===== src/rtl/bus_sel_pkg.sv =====
// Shared bus-select numbering for the datapath encoder and transfer decoder.
// Holds transfer FSM states, code constants and decoded widths.
package bus_sel_pkg;

  localparam int SEL_W   = 5;
  localparam int NUM_SRC = 24;
  localparam int NUM_DST = 22;

  typedef enum logic [1:0] {
    ST_IDLE,
    ST_DRIVE,
    ST_LATCH
  } state_t;

  localparam logic [4:0] SEL_R0      = 5'd0;
  localparam logic [4:0] SEL_R1      = 5'd1;
  localparam logic [4:0] SEL_R2      = 5'd2;
  localparam logic [4:0] SEL_R3      = 5'd3;
  localparam logic [4:0] SEL_R4      = 5'd4;
  localparam logic [4:0] SEL_R5      = 5'd5;
  localparam logic [4:0] SEL_R6      = 5'd6;
  localparam logic [4:0] SEL_R7      = 5'd7;
  localparam logic [4:0] SEL_R8      = 5'd8;
  localparam logic [4:0] SEL_R9      = 5'd9;
  localparam logic [4:0] SEL_R10     = 5'd10;
  localparam logic [4:0] SEL_R11     = 5'd11;
  localparam logic [4:0] SEL_R12     = 5'd12;
  localparam logic [4:0] SEL_R13     = 5'd13;
  localparam logic [4:0] SEL_R14     = 5'd14;
  localparam logic [4:0] SEL_R15     = 5'd15;
  localparam logic [4:0] SEL_HI      = 5'd16;
  localparam logic [4:0] SEL_LO      = 5'd17;
  localparam logic [4:0] SEL_ZHI     = 5'd18;
  localparam logic [4:0] SEL_ZLO     = 5'd19;
  localparam logic [4:0] SEL_PC      = 5'd20;
  localparam logic [4:0] SEL_MDR     = 5'd21;
  localparam logic [4:0] SEL_IN_PORT = 5'd22;
  localparam logic [4:0] SEL_C       = 5'd23;

endpackage


===== src/rtl/decoder_5_to_32.sv =====
// Combinational 5-to-32 one-hot decoder.
// Callers truncate to the number of real enables they need.
module decoder_5_to_32 (
  input  logic [4:0]  sel,
  output logic [31:0] dec
);

  always_comb begin
    dec      = '0;
    dec[sel] = 1'b1;
  end

endmodule


===== src/rtl/bus_transfer_decoder.sv =====
// Sequenced DRIVE->LATCH bus-select decoder for register transfers.
// Define BUS_XFER_INVALID_TRAP_EN to trap invalid codes into a sticky err.
module bus_transfer_decoder #(
  parameter int SEL_W   = 5,
  parameter int NUM_SRC = 24,
  parameter int NUM_DST = 22
) (
  input  logic               clk,
  input  logic               clr_n,
  input  logic               req_valid,
  output logic               req_ready,
  input  logic [SEL_W-1:0]   src_sel,
  input  logic [SEL_W-1:0]   dst_sel,
  output logic [NUM_SRC-1:0] out_en,
  output logic [NUM_DST-1:0] in_en,
  output logic               done,
  output logic               err,
  input  logic               err_clr
);
  import bus_sel_pkg::*;

  state_t state, state_n;

  logic [SEL_W-1:0]   src_q, src_q_n;
  logic [SEL_W-1:0]   dst_q, dst_q_n;
  logic [SEL_W-1:0]   src_mux, dst_mux;
  logic [31:0]        src_dec, dst_dec;
  logic               src_bad, dst_bad;
  logic               trap;
  logic [NUM_SRC-1:0] src_en, out_n;
  logic [NUM_DST-1:0] dst_en, in_n;
  logic               done_n;
  logic               err_q, err_n;

  // In IDLE decode the live request so out_en can load on accept
  assign src_mux = (state == ST_IDLE) ? src_sel : src_q;
  assign dst_mux = (state == ST_IDLE) ? dst_sel : dst_q;

  decoder_5_to_32 u_src_dec (
    .sel (src_mux),
    .dec (src_dec)
  );

  decoder_5_to_32 u_dst_dec (
    .sel (dst_mux),
    .dec (dst_dec)
  );

  assign src_bad = |src_dec[31:NUM_SRC];
  assign dst_bad = |dst_dec[31:NUM_DST];
  assign src_en  = src_bad ? '0 : src_dec[NUM_SRC-1:0];
  assign dst_en  = dst_bad ? '0 : dst_dec[NUM_DST-1:0];

`ifdef BUS_XFER_INVALID_TRAP_EN
  assign trap = src_bad | dst_bad;
`else
  assign trap = 1'b0;
`endif

  assign req_ready = (state == ST_IDLE);
  assign err       = err_q;

  always_comb begin
    state_n = state;
    src_q_n = src_q;
    dst_q_n = dst_q;
    out_n   = '0;
    in_n    = '0;
    done_n  = 1'b0;
    err_n   = err_q & ~err_clr;
    unique case (state)
      ST_IDLE: begin
        if (req_valid) begin
          if (trap) begin
            done_n = 1'b1;
            err_n  = 1'b1;
          end else begin
            state_n = ST_DRIVE;
            src_q_n = src_sel;
            dst_q_n = dst_sel;
            out_n   = src_en;
          end
        end
      end
      ST_DRIVE: begin
        state_n = ST_LATCH;
        out_n   = src_en;
        in_n    = dst_en;
      end
      ST_LATCH: begin
        state_n = ST_IDLE;
        done_n  = 1'b1;
      end
      default: state_n = ST_IDLE;
    endcase
  end

  always_ff @(posedge clk or negedge clr_n) begin
    if (!clr_n) begin
      state  <= ST_IDLE;
      src_q  <= '0;
      dst_q  <= '0;
      out_en <= '0;
      in_en  <= '0;
      done   <= 1'b0;
      err_q  <= 1'b0;
    end else begin
      state  <= state_n;
      src_q  <= src_q_n;
      dst_q  <= dst_q_n;
      out_en <= out_n;
      in_en  <= in_n;
      done   <= done_n;
      err_q  <= err_n;
    end
  end

endmodule


===== config.mk =====
export PLATFORM = sky130hd
export DESIGN_NAME = bus_transfer_decoder
export DESIGN_NICKNAME = d
export VERILOG_FILES = /design/src/rtl/bus_sel_pkg.sv /design/src/rtl/decoder_5_to_32.sv /design/src/rtl/bus_transfer_decoder.sv
export SDC_FILE = /design/constraint.sdc
export NUM_CORES = 1
export LEC_CHECK = 0
export BUFFER_PORTS_ARGS = -buffer_cell sky130_fd_sc_hd__buf_4
export CORE_MARGIN = 2
export CORE_UTILIZATION = 40
export DETAILED_ROUTE_END_ITERATION = 8
export PLACE_DENSITY = 0.65
export SLEW_MARGIN = 40
export SYNTH_ARGS = -nofsm -noshare
export SYNTH_HDL_FRONTEND = slang
export SYNTH_HIERARCHICAL = 1
export SYNTH_SLANG_ARGS = --single-unit

===== constraint.sdc =====
create_clock -name clk -period 5.6 [get_ports clk]
set_input_delay 0.56 -clock clk [delete_from_list [all_inputs] [get_ports clk]]
set_output_delay 0.56 -clock clk [all_outputs]
set_load 0.01 [all_outputs]

==> summary.md <==
| Metric | Value |
|---|---|
| Setup bufs post-CTS | 0 |
| Final-report max-slew violation count | 0 |
| CTS H-tree lvls | 3 |
| DR vias | 2127 |
| RSZ-0062 raised after global routing | no |
| Reg area | 1501 µm² |
| Via density | 4.981 |
| Slowest stage delay, CP | 0.59 ns |
| Part of the Yosys area used for sequential elements | 0.5331 |
| Total Routing Usage GR | 0.1573 |
| Antenna diode count | 0 |
| DR WL/cell | 13.11 µm |
| Die height | a little under 90 µm |
| Worst slew pin tran | 0.6941 ns |
| Core box area | 6794 µm² |
| Initial antenna violation count | 0 |
| Final hold viol count | 0 |
| Final setup violation count | 0 |
| Slowest cell on the critical path | dfrtp_1 |
| PD cells | 329.9 nW/µm² |
| Synthesized Nets | about 290 |
| Setup TNS | 0 ns |
| Worst Path Arrival | around 3.7 ns |
| Die area | 7728 µm² |
| Clk buf depth | 2 |
| Initial Util | 0.4145 |
| Nets | 340 |
| Root Buffer Master | clkbuf_8 |
| First-pass DRT Iterations | 4 |
| Layout area overhead | 26.21% |
| Largest net degree at the start of global routing | 61 |
| Yosys reg bits | 60 |
| Syn Area/Cell | 10.32 µm² |
| Fmax | 293.7 MHz |
| Leak Pwr | 0.001640 µW |
| ANT nets after route | 0 |
| # IOs | 63 |
| TritonCTS clock tree | done |
| CP Class | register to register |
| Max cap viols | 0 |
| DRT iter0 DRCs | 106 |
| First-pass GRT wire length | 9225 µm |
| Final min period | 3.405 ns |
| Required time of the critical path | 5.87 ns |
| Cts repair resizes | 0 |
| Area of the multi-input gates | 1239 µm² |
| Clock sinks | 60 |
| Clk_skew | about 0.0067 ns |
| Share of cells above drive strength 1 | 0.3414 |
| Status | complete, no violations |
| Worst-path clk slew | 0.07 ns |
| Placed wire-length estimate | 3695 µm |
| CTS Hold Bufs | 0 |
| Startpoint types | register |
| CTS Buf Count | 9 |
| Worst R2R End | in_en[0]$_DFF_PN0_ |
| Slew Limit Headroom | 0.5352 |
| Post-Syn Instances | 273 |
| Hold WC Path Type | input port to async pin |
| Total Wirelength | 5598 µm |
| Worst-path fanout max | 27 |
| Total power | 1173 µW |
| Clock Latency Late Sink | about 0.34 ns |
| Period Utilization, post-route | 0.6081 |
| Worst R2R Path Depth | 7 |
| Worst R2R Setup Slack | 2.19 ns |
| PortBufs | 62 |
| Die W | 87.91 µm |
| CP Capture Type | register |
| Total global routing overflow | 0 |
| Synth warn | 6 |
| GP Congestion | 0.7773 |
| FP Rows | 30 |
| Mapped Area | ~2800 µm² |
| # DRC | 0 |
| Max IR drop VDD | between 0.15 and 0.2 mV |
| Reg2reg start | state[1]$_DFFE_PN0P_ |
| Crit-path cells | nor2_2, mux2_2, nand2b_1, nor2_1, or4_4, nor3_4, and4_2 |
| Fill count | ~600 |
| Vias in the first global route | 1917 |
| Synth unique cells | 23 |
==> cells in the mapped netlist, drive strengths merged <==
master | count | area [µm²]
and2 | 1 | 6.260
nand2b | 28 | 175.2
nor2b | 3 | 18.77
or4 | 1 | 11.26
or3b | 6 | 60.06
dfrtp | 60 | 1501
or2 | 3 | 18.77
nor2 | 66 | 247.7
buf | 4 | 25.02
nor4 | 25 | 156.4
or3 | 2 | 12.51
nand3b | 6 | 45.04
nor3 | 2 | 21.27
o211ai | 1 | 7.510
nand2 | 2 | 7.510
mux2 | 20 | 225.2
nand3 | 2 | 10.01
clkbuf | 19 | 71.32
and4 | 22 | 195.2
==> per-stage QoR <==
| step | std cells | hold WS (ns) | instance area [µm²] | worst slack, ns | util |
|---|---|---|---|---|---|
| after floorplan | 273 | 0.2644 | 2816 | 2.972 | - |
| after global placement | 410 | 0.4633 | 3327 | 2.041 | 0.4897 |
| after detailed placement | 410 | 0.4646 | 3338 | 2.015 | 0.4913 |
| after CTS | 426 | 0.3047 | 3541 | 1.984 | 0.5212 |
| after global routing | 427 | 0.2253 | 3555 | 1.953 | 0.5232 |
| final | 427 | 0.1938 | 3555 | 2.195 | 0.5232 |
==> state kept, by name (all words and copies together), names as in the netlist <==
register / cells
out_en: 24
done: 1
state: 2
src_q: 5
err: 1
in_en: 22
dst_q: 5
==> kinds of logic (layout without fill, tap and decap cells) <==
| family | after synthesis | after routing | synth area share |
|---|---|---|---|
| compound gates | 1 | 1 | 0.002666 |
| simple gates | 169 | 169 | 0.3501 |
| buf+inv | 23 | 81 | 0.03421 |
| mux | 20 | 20 | 0.07997 |
| flops | 60 | 60 | 0.5331 |
==> layout make-up <==
class	instances	area share
sequential	60	0.4224
tap	96	0.03379
multi-input combinational	190	0.3485
clock buffer	12	0.04365
timing repair buffer	65	0.1383
clock inverter	4	0.01338
==> critical path: cells and delay by family (launching register included) <==
kind / cells / cell delay, ns
AND/OR/NAND/NOR: 6 / 2.31
multiplexers: 1 / 0.43
flip-flops: 1 / 0.59
==> cell usage in the layout, fill, tap and decap left out, drive strengths merged <==
cell type,count
mux2,20
and4,22
nor3,2
nand2,2
o211ai,1
nand2b,28
or4,1
or3b,6
buf,65
clkinv,2
or2,3
nand3,2
nand3b,6
bufinv,1
nor4,25
nor2b,3
or3,2
dfrtp,60
clkinvlp,1
nor2,66
clkbuf,12
and2,1
==> where the power goes <==
group	leakage (µW)	switching, µW	internal (µW)
clock	0.000102	161	228
sequential	0.000811	17.2	465
combinational	0.000727	184	117
==> metal layers <==
layer,vias up,share of wire,global-route usage
li1,1051,-,-
met1,1006,0.46,0.2076
met2,56,0.47,0.2376
met3,14,0.046,0.04336
met4,0,0.023,0.07972
met5,-,0,0
==> worst max path at each step <==
stage	start	endpoint	depth (start not counted)
floorplan	state[1]$_DFFE_PN0P_	in_en[10]$_DFF_PN0_	10
global placement	state[1]$_DFFE_PN0P_	in_en[0]$_DFF_PN0_	6
detailed placement	state[1]$_DFFE_PN0P_	in_en[21]$_DFF_PN0_	7
CTS	state[1]$_DFFE_PN0P_	in_en[21]$_DFF_PN0_	7
global route	state[1]$_DFFE_PN0P_	in_en[0]$_DFF_PN0_	7
finish	state[1]$_DFFE_PN0P_	in_en[0]$_DFF_PN0_	7
(Power assumes the default switching activity.)
